$ cat src/rtl/ram_arbiter.sv
// ram_arbiter: round-robin two-port arbiter in front of a single shared RAM
module ram_arbiter #(
  parameter int DATA_W = 8,
  parameter int ADDR_W = 3
) (
  input  logic              clk,
  input  logic              rst,
  input  logic              req_a,
  input  logic              req_b,
  input  logic              we_a,
  input  logic              we_b,
  input  logic [ADDR_W-1:0] add_a,
  input  logic [ADDR_W-1:0] add_b,
  input  logic [DATA_W-1:0] wdata_a,
  input  logic [DATA_W-1:0] wdata_b,
  output logic              ack_a,
  output logic              ack_b,
  output logic [DATA_W-1:0] rdata_a,
  output logic [DATA_W-1:0] rdata_b,
  output logic              busy,
  output logic              ram_wr,
  output logic              ram_rd,
  output logic [ADDR_W-1:0] ram_add,
  output logic [DATA_W-1:0] ram_data_in,
  input  logic [DATA_W-1:0] ram_data_out
);
  typedef enum logic [1:0] {IDLE, ACCESS, RESP} state_t;
  state_t state;
  logic gnt, last, pick, sel_we;
  logic [ADDR_W-1:0] sel_add;
  logic [DATA_W-1:0] sel_wdata;
  // on contention the port not granted last time wins; otherwise whoever asks
  assign pick = (req_a & req_b) ? ~last : req_b;
  assign sel_we = pick ? we_b : we_a;
  assign sel_add = pick ? add_b : add_a;
  assign sel_wdata = pick ? wdata_b : wdata_a;
  assign busy = state != IDLE;
  // grant in IDLE, drive the RAM strobes in ACCESS, pulse ack in RESP
  always_ff @(posedge clk or posedge rst)
    if (rst) begin
      state <= IDLE;
      gnt <= 1'b0;
      last <= 1'b1;
      ack_a <= 1'b0;
      ack_b <= 1'b0;
      rdata_a <= '0;
      rdata_b <= '0;
      ram_wr <= 1'b0;
      ram_rd <= 1'b0;
      ram_add <= '0;
      ram_data_in <= '0;
    end else
      case (state)
        IDLE:
          if (req_a | req_b) begin
            state <= ACCESS;
            gnt <= pick;
            last <= pick;
            ram_wr <= sel_we;
            ram_rd <= ~sel_we;
            ram_add <= sel_add;
            ram_data_in <= sel_we ? sel_wdata : '0;
          end
        ACCESS: begin
          state <= RESP;
          if (ram_rd & ~gnt) rdata_a <= ram_data_out;
          if (ram_rd & gnt) rdata_b <= ram_data_out;
          ram_wr <= 1'b0;
          ram_rd <= 1'b0;
          ram_add <= '0;
          ram_data_in <= '0;
          ack_a <= ~gnt;
          ack_b <= gnt;
        end
        RESP: begin
          state <= IDLE;
          ack_a <= 1'b0;
          ack_b <= 1'b0;
        end
        default: state <= IDLE;
      endcase
endmodule

$ cat config.mk
export PLATFORM = sky130hd
export DESIGN_NAME = ram_arbiter
export DESIGN_NICKNAME = d
export VERILOG_FILES = /design/src/rtl/ram_arbiter.sv
export SDC_FILE = /design/constraint.sdc
export NUM_CORES = 1
export LEC_CHECK = 0
export BUFFER_PORTS_ARGS = -buffer_cell sky130_fd_sc_hd__buf_2
export CAP_MARGIN = 30
export CORE_MARGIN = 2
export CORE_UTILIZATION = 46
export CTS_CLUSTER_SIZE = 25
export DETAILED_ROUTE_END_ITERATION = 6
export PLACE_DENSITY = 0.8
export SYNTH_ARGS = -nofsm -noshare
export SYNTH_HDL_FRONTEND = slang
export SYNTH_SLANG_ARGS = --single-unit
export TNS_END_PERCENT = 10
$ cat constraint.sdc
create_clock -name clk -period 1.9 [get_ports clk]
set_input_delay 0 -clock clk [delete_from_list [all_inputs] [get_ports clk]]
set_output_delay 0 -clock clk [all_outputs]
set_load 0.03 [all_outputs]
# After elaboration in Yosys (flattened, before gate mapping)

Index checks and enable logic that the tools add are counted.

Flip-flop bits (word level): 35
Bits of input ports: 36
Output and inout bits: 32
Word-level logic and storage cells: 46

Eq/ne operators: 3
Muxes and demuxes: 17
Bitwise operators: 7
Reduce and logical (&&, ||, !) cells: 8

Operators by type and width:

| kind                                                                   | number |
|---|---|
| 8-bit two-way mux                                                      | 3 |
| 8-bit case mux with 2 select lines                                     | 1 |
| 1-bit case mux with 2 select lines                                     | 4 |
| 2-bit AND reduction                                                    | 4 |
| 3-bit two-way mux                                                      | 2 |
| 3-bit case mux with 2 select lines                                     | 1 |
| 2-bit nonzero test                                                     | 3 |
| 1-bit two-way mux                                                      | 4 |
| 2-bit case mux with 2 select lines                                     | 1 |
| 1-bit bitwise AND                                                      | 3 |
| 1-bit inverter                                                         | 3 |
| 2-bit by 1-bit equality test with 1-bit output (second input constant) | 1 |
| 2-bit equality test (second input constant)                            | 1 |
| 2-bit zero test                                                        | 1 |
| 2-bit two-way mux                                                      | 1 |
| 2-bit != test (second input constant)                                  | 1 |
| 1-bit bitwise OR                                                       | 1 |

# Depth between registers and ports, before layout

Gate-level depths: netlist of the first run.

Depth after elaboration: 6
Gate-level depth with buffers: 6
Gate-level depth less buffers: 5

# Least setup slack after synthesis of the first run

No wires, ideal clock.

Path type: register to register
Start: register state[0]
End: register ram_data_in[0]
Setup time: 0.126 ns
Arrival time: 1.456 ns
Required time: 1.774 ns
Slack: 0.318 ns
Cell stages (with the launch flop): 7
Buffers on the path: 1
Clock period less this slack: 1.582 ns
Cell sequence: dfrtp_1 inv_1 ha_1 nor2b_2 and3_1 buf_2 a221o_1

Longest elaborated chain between the ends: 3
Elaborated cells between the ends (all ways): 6
Classes of those cells: eq/ne: 2; mux: 1; reduce/logical: 3

RTL lines:

| what                                                                              | line | source |
|---|---|---|
| start: declaration                                                                | 28   | `state_t state;` |
| start signal: assignment                                                          | 41   | `state <= IDLE;` |
| start signal: assignment                                                          | 56   | `state <= ACCESS;` |
| start signal: assignment                                                          | 65   | `state <= RESP;` |
| 2-bit by 1-bit equality test with 1-bit output or 2-bit zero test (tied branches) | 53   | `case (state)` |
| 2-bit nonzero test (no line) or 2-bit != test (tied branches)                     | n/a  |  |
| 2-bit AND reduction (no line)                                                     | n/a  |  |
| end signal: assignment                                                            | 62   | `ram_data_in <= sel_we ? sel_wdata : '0;` |
| end: declaration                                                                  | 24   | `output logic [DATA_W-1:0] ram_data_in,` |

Several ways; a longest one is shown, not always the timed one.
A chain may end at the register's enable or synchronous reset.

# Worst setup path in the final report of the first run

Start: register state[0]
End: register ram_data_in[1]

Same word-level chain as after synthesis.

==> metrics.csv, run 1 <==
stage,metric,value,unit
synthesis,main flop type after synthesis,dfrtp_1,
synthesis,syn nets,154,
timing,Setup Skew,0.003108,ns
synthesis,Yosys top cell area share,54.84,%
layout,most frequent cells in the layout,"buf_2 (67), dfrtp_1 (34), dlygate4sd3_1 (32)",
synthesis,"area leader, netlist",dfrtp_1,
power,switching share of power,45.32,%
clock_network,TritonCTS Buffers,5,
routing,Post-route DRC,0,
timing,Worst-Margin Slew,0.4580,ns
floorplan,row cnt,21,
timing,Slew HR,69.18,%
worst_setup_path,CP max FO,9,
layout,n_diodes,0,
layout,"most common cell after layout, fill and taps aside",buf_2,
power,register share of total power,35.5,%
placement,IO Port Bufs,67,
layout,nets@finish,257,
layout,Layout area overhead,47.98,%
synthesis,synth warn,0,
timing,"Slew Viols, Final",0,
layout,share of layout cells above drive strength 1,47.71,%
power,Combinational Power Share,53.7,%
placement,Final GP Congestion,0.7946,
floorplan,die area,0.003853,sq mm
worst_setup_path,CP max stage delay,0.44,ns
global_routing,first-pass GRT wire length,6.003,mm
timing,final hold vios,0,
global_routing,Global Route Usage Sum,22.21,%
routing,Met2 Wirelength,1.998,mm
routing,router iterations before antenna repair,4,
routing,met1 WL,1.522,mm
timing,period utilisation layout,93.19,%
worst_setup_path,crit start category,flip-flop,
placement,post-DP HPWL,2.480,mm
global_routing,vias in the first global route,1360,
power,Pleak,1.167,nW
clock_network,clock sink count,35,
synthesis,sequential area share after synthesis,56.53,%
power,Pwr Density,1556,mW/mm^2
clock_network,CTS H-tree lvls,2,
worst_setup_path,Worst EP required,2.18,ns
global_routing,grt total ovfl,0,
floorplan,core area,0.003284,sq mm
timing,final setup violation count,0,
floorplan,initial cell density of the core,47.24,%
timing,Final Critical Period,1.771,ns
global_routing,initial antenna violation count,0,
synthesis,Cells after Synth,114,
power,peak supply drop,0.6869,mV
power,net switching power,0.001619,W
synthesis,ys async rst share,100.0,%
routing,Post-DRT Antenna Nets,0,
synthesis,post-synthesis area per instance,13.61,sq um
power,clock power share,10.7,%
clock_network,CTS tree,done,
synthesis,Synth area leaders,"dfrtp_1 (55%), mux2_2 (12%), a221o_1 (7.1%), a21boi_2 (4.4%), ha_1 (3.2%)",
routing,DR WL/cell,14.38,um
routing,vias per inst,5.034,
hold_path,Hold Crit Class,in -> reg,
floorplan,Die H,62.08,um
job,max_cap viols,0,
global_routing,pin count of the biggest net entering global routing,36,
run_status,outcome,"finished, final reports clean",
worst_setup_path,CP max stage cell,and4b_1,
routing,routed wire length,3.796,mm
floorplan,width of the die,62.08,um
worst_setup_path,FF-to-FF setup slack,0.13,ns
floorplan,IO Pins,68,
timing,Setup TNS,0,ns
worst_setup_path,Setup CP Type,reg -> reg,
synthesis,"EDFF count, synth",0,
timing,RSZ-0062 raised after global routing,false,
timing,Fin Hold WS,0.02144,ns
routing,via count,1329,
routing,max layer used,met4,
routing,DRT iter0 DRCs,27,
clock_network,Max Root-Sink Buffers,2,
synthesis,post-synth cell types,30,
power,Power Internal,0.001953,W
clock_network,Worst-path clk slew,0.10,ns
clock_network,Skew-Pair Late Insertion Delay,0.34,ns
synthesis,"FF+latch count, synth",35,
worst_setup_path,Critical Path Sink Type,flip-flop,
timing,fmax,564.8,MHz
synthesis,"Cell Area, Synth",0.001551,sq mm
worst_setup_path,critical path arrival,2.05,ns
routing,met3 WL post-DR,152,um
clock_network,CTS root buf,clkbuf_4,
worst_setup_path,crit path cell chain,inv_1 -> ha_1 -> nor2b_2 -> and4b_1 -> a221o_1,
-- registers in the layout, summed over array words and instances, names as in the netlist --
signal / flops
last: 1
rdata_a: 8
gnt: 1
ram_add: 3
ram_rd: 1
ack_b: 1
state: 2
ack_a: 1
ram_wr: 1
ram_data_in: 8
rdata_b: 8
-- cells in the mapped netlist, types with 2 or more instances --
master,number
o22ai_1,2
dfrtp_1,34
o21ai_0,2
a22o_1,2
nand2_1,4
a221o_1,11
mux2_2,17
ha_1,4
a21boi_2,6
inv_1,7
a21boi_0,2
buf_2,2
and3_1,4
-- what timing repair did --
action / CTS / global route
hold buffers: 32 / 0
buffers inserted: 0 / 0
resized for setup: 0 / 0
setup endpoints to repair: 0 / 0
hold endpoints to repair: 62 / 0
-- path summary, 6_finish.rpt --
| check | depth (start not counted) | startpoint | end |
|---|---|---|---|
| hold reg to reg | 1 | rdata_a[2] | rdata_a[2] |
| min in group asynchronous | 4 | rst | ram_data_in[7] |
| setup / recovery | 5 | state[0] | ram_data_in[1] |
| hold / removal | 3 | we_a | ram_rd |
| setup reg to reg | 5 | state[0] | ram_data_in[1] |
| max in group asynchronous | 4 | rst | last |
-- kinds of logic (layout without fill, tap and decap cells) --
kind of cell	Yosys count	count (layout)	share of synthesized area [%]
buffers and inverters	11	115	3.549
AND/OR/NAND/NOR	19	19	7.662
adder cells (fa/ha/maj)	4	4	3.226
AO/OA/AOI/OAI	28	28	16.69
flip-flops	35	35	56.53
multiplexers	17	17	12.34
-- layer usage --
metal,track usage [%],up-vias
li1,-,630
met1,25.43,650
met2,37.35,38
met3,6.418,11
met4,11.85,0
met5,0,-
-- area by class of cell --
| class | count | area [sq um] |
|---|---|---|
| tap | 46 | 57.56 |
| multi-input combinational | 68 | 619.3 |
| fill | 234 | 988.4 |
| sequential | 35 | 877.1 |
| clock inverter | 3 | 15.01 |
| timing repair buffer | 100 | 663.1 |
| clock buffer | 5 | 37.54 |
| inverter | 7 | 26.28 |
-- power by group through the flow --
stage	clock network [W]	logic, W	registers (W)
2_1_floorplan	0	0.000784	0.00187
3_5_place_dp	0	0.00188	0.00128
6_report	0.000384	0.00192	0.00127
3_3_place_gp	0	0.00182	0.00127
4_1_cts	0.000395	0.00193	0.00127
5_1_grt	0.000426	0.00207	0.00131
-- per-stage QoR --
step | total power, W | std cells | worst slack [ns] | utilization, % | area, sq um
after global placement | 0.003083 | 224 | 0.2343 | 58.55 | 1923
after global routing | 0.003807 | 264 | 0.01600 | 69.90 | 2296
after CTS | 0.003592 | 264 | 0.1407 | 69.90 | 2296
final | 0.003572 | 264 | 0.1294 | 69.90 | 2296
after detailed placement | 0.003157 | 224 | 0.1618 | 58.55 | 1923
after floorplan | 0.002650 | 114 | 0.3185 | - | 1551
-- worst max-delay path: cells and delay by family (launching register included) --
family	cells	cell delay, ns
simple gates	2	0.70
flops	1	0.40
fa+ha+maj	1	0.28
compound gates	1	0.22
buf+inv	1	0.13
(Power assumes the default switching activity.)
==> run 2, diff against run 1 <==
- CTS_BUF_LIST: default -> sky130_fd_sc_hd__clkbuf_8 sky130_fd_sc_hd__clkbuf_16
==> run 2 against run 1 <==
Combinational power about the same. Non-clock buffer count down 4. Sequential power about the same. Core utilization fell by 0.27 points.
==> metrics.csv, run 2 (same netlist as run 1, synthesis figures left out) <==
stage,metric,value,unit
power,Pwr Density,1615,mW/mm^2
worst_setup_path,Worst EP required,2.12,ns
clock_network,postcts setup bufs,0,
routing,Post-route DRC,0,
timing,Slew HR,69.21,%
worst_setup_path,r2r endpoint,ram_data_in[1],
floorplan,Die H,62.08,um
layout,Non-Filler Instances,260,
worst_setup_path,crit start category,flip-flop,
placement,post-DP HPWL,2.480,mm
power,Pleak,1.164,nW
power,peak supply drop,0.7480,mV
clock_network,CTS tree,done,
routing,DR WL/cell,14.45,um
layout,Layout area overhead,47.42,%
power,clock power share,13.7,%
routing,routed wire length,3.756,mm
placement,IO Port Bufs,67,
routing,via count,1300,
global_routing,grt total ovfl,0,
hold_path,end of the worst hold path,ram_add[1],
global_routing,Global Route Usage Sum,21.65,%
timing,final hold vios,0,
floorplan,row cnt,21,
clock_network,Skew-Pair Late Insertion Delay,0.28,ns
clock_network,clock sink count,35,
layout,number of fill cells,239,
global_routing,vias in the first global route,1355,
routing,Post-DRT Antenna Nets,0,
worst_setup_path,r2r worst-path depth,5,
timing,Final WS setup,0.1267,ns
routing,DRT iter0 DRCs,32,
global_routing,pin count of the biggest net entering global routing,36,
global_routing,first-pass GRT wire length,5.920,mm
worst_setup_path,reg2reg start,state[0],
timing,RSZ-0062 raised after global routing,false,
routing,router iterations before antenna repair,4,
clock_network,TritonCTS Buffers,5,
layout,Final Cell Area,0.002287,sq mm
clock_network,Max Root-Sink Buffers,2,
timing,fmax,563.9,MHz
global_routing,initial antenna violation count,0,
power,register share of total power,34.4,%
layout,share of layout cells above drive strength 1,48.60,%
layout,most frequent cells in the layout,"buf_2 (67), dfrtp_1 (34), dlygate4sd3_1 (28)",
worst_setup_path,Critical Path Sink Type,flip-flop,
power,switching share of power,44.12,%
placement,Final GP Congestion,0.7946,
layout,largest registers,"ram_data_in (8), rdata_a (8), rdata_b (8)",
placement,placed instance area,0.001923,sq mm
worst_setup_path,CP max stage delay,0.44,ns
timing,Fin Hold WS,0.05073,ns
worst_setup_path,CP max stage cell,and4b_1,
timing,Setup TNS,0,ns
layout,n_diodes,0,
worst_setup_path,Setup CP Type,reg -> reg,
power,Power Internal,0.002064,W
worst_setup_path,critical path arrival,1.99,ns
job,max_cap viols,0,
floorplan,die area,0.003853,sq mm
placement,DP Cell Count,224,
power,net switching power,0.001629,W
routing,vias per inst,5.000,
timing,Final Critical Period,1.773,ns
clock_network,Worst-path clk slew,0.07,ns
hold_path,worst hold start,add_b[1],
timing,"Slew Viols, Final",0,
worst_setup_path,crit path cell chain,inv_1 -> ha_1 -> nor2b_2 -> and4b_1 -> a221o_1,
worst_setup_path,CP max FO,9,
timing,period utilisation layout,93.33,%
timing,Worst-Margin Slew,0.4576,ns
timing,final setup violation count,0,
floorplan,initial cell density of the core,47.24,%
clock_network,CTS H-tree lvls,2,
worst_setup_path,FF-to-FF setup slack,0.13,ns
placement,Place WS,0.1618,ns
floorplan,IO Pins,68,
floorplan,core area,0.003284,sq mm
layout,"most common cell after layout, fill and taps aside",buf_2,
run_status,outcome,"finished, final reports clean",
floorplan,width of the die,62.08,um
hold_path,WHS Path Cells,3,
hold_path,Hold Crit Class,in -> reg,
timing,Setup Skew,0.002229,ns
power,Combinational Power Share,51.9,%
layout,nets@finish,253,
clock_network,CTS root buf,clkbuf_8,
## run 2: layer usage
| metal | global-route usage, % | vias to the layer above | wire [um] |
|---|---|---|---|
| met4 | 11.25 | 0 | 89 |
| met3 | 3.520 | 9 | 139 |
| met2 | 38.39 | 43 | 2069 |
| met5 | 0 | - | 0 |
| li1 | - | 618 | - |
| met1 | 24.90 | 630 | 1458 |
## run 2: stage by stage
| stage | utilization, % | power, W |
|---|---|---|
| CTS | 69.64 | 0.003710 |
| finish | 69.64 | 0.003693 |
| global placement | 58.55 | 0.003083 |
| floorplan | - | 0.002650 |
| detailed placement | 58.55 | 0.003157 |
| global route | 69.64 | 0.003927 |
## run 2: cell type report
| class | instances | area [sq um] | share of cell area [%] |
|---|---|---|---|
| Clock buffer | 5 | 68.82 | 3.009 |
| Clock inverter | 3 | 15.01 | 0.6565 |
| Inverter | 7 | 26.28 | 1.149 |
| Multi-Input combinational cell | 68 | 619.3 | 27.08 |
| Sequential cell | 35 | 877.1 | 38.35 |
| Tap cell | 46 | 57.56 | 2.516 |
| Timing Repair Buffer | 96 | 623.1 | 27.24 |
## run 2: worst max path at each step
| stage | slack (ns) | end | cells after the start | start |
|---|---|---|---|---|
| CTS | 0.15 | ram_add[1] | 5 | state[1] |
| finish | 0.13 | ram_data_in[1] | 5 | state[0] |
| global placement | 0.23 | ram_add[0] | 5 | state[1] |
| floorplan | 0.32 | ram_data_in[0] | 6 | state[0] |
| global route | 0.01 | ram_data_in[3] | 5 | state[0] |
| detailed placement | 0.16 | ram_add[1] | 5 | state[1] |
## run 2: timing repair
item | CTS | global route
hold buffers | 28 | 0
endpoints found under the hold margin | 61 | 0
resized for setup | 0 | 0
## run 2: worst max-delay path, delay by kind of cell, from the launching register on
kind            cells  cell delay (ns)
simple gates        2             0.70
flops               1             0.39
fa+ha+maj           1             0.28
compound gates      1             0.22
buf+inv             1             0.13
## run 2: power by group through the flow
stage / clock (W) / combinational [W] / sequential, W
after floorplan: 0 / 0.000784 / 0.00187
after global placement: 0 / 0.00182 / 0.00127
after detailed placement: 0 / 0.00188 / 0.00128
after CTS: 0.000516 / 0.00192 / 0.00127
after global routing: 0.000547 / 0.00206 / 0.00132
final: 0.000506 / 0.00192 / 0.00127
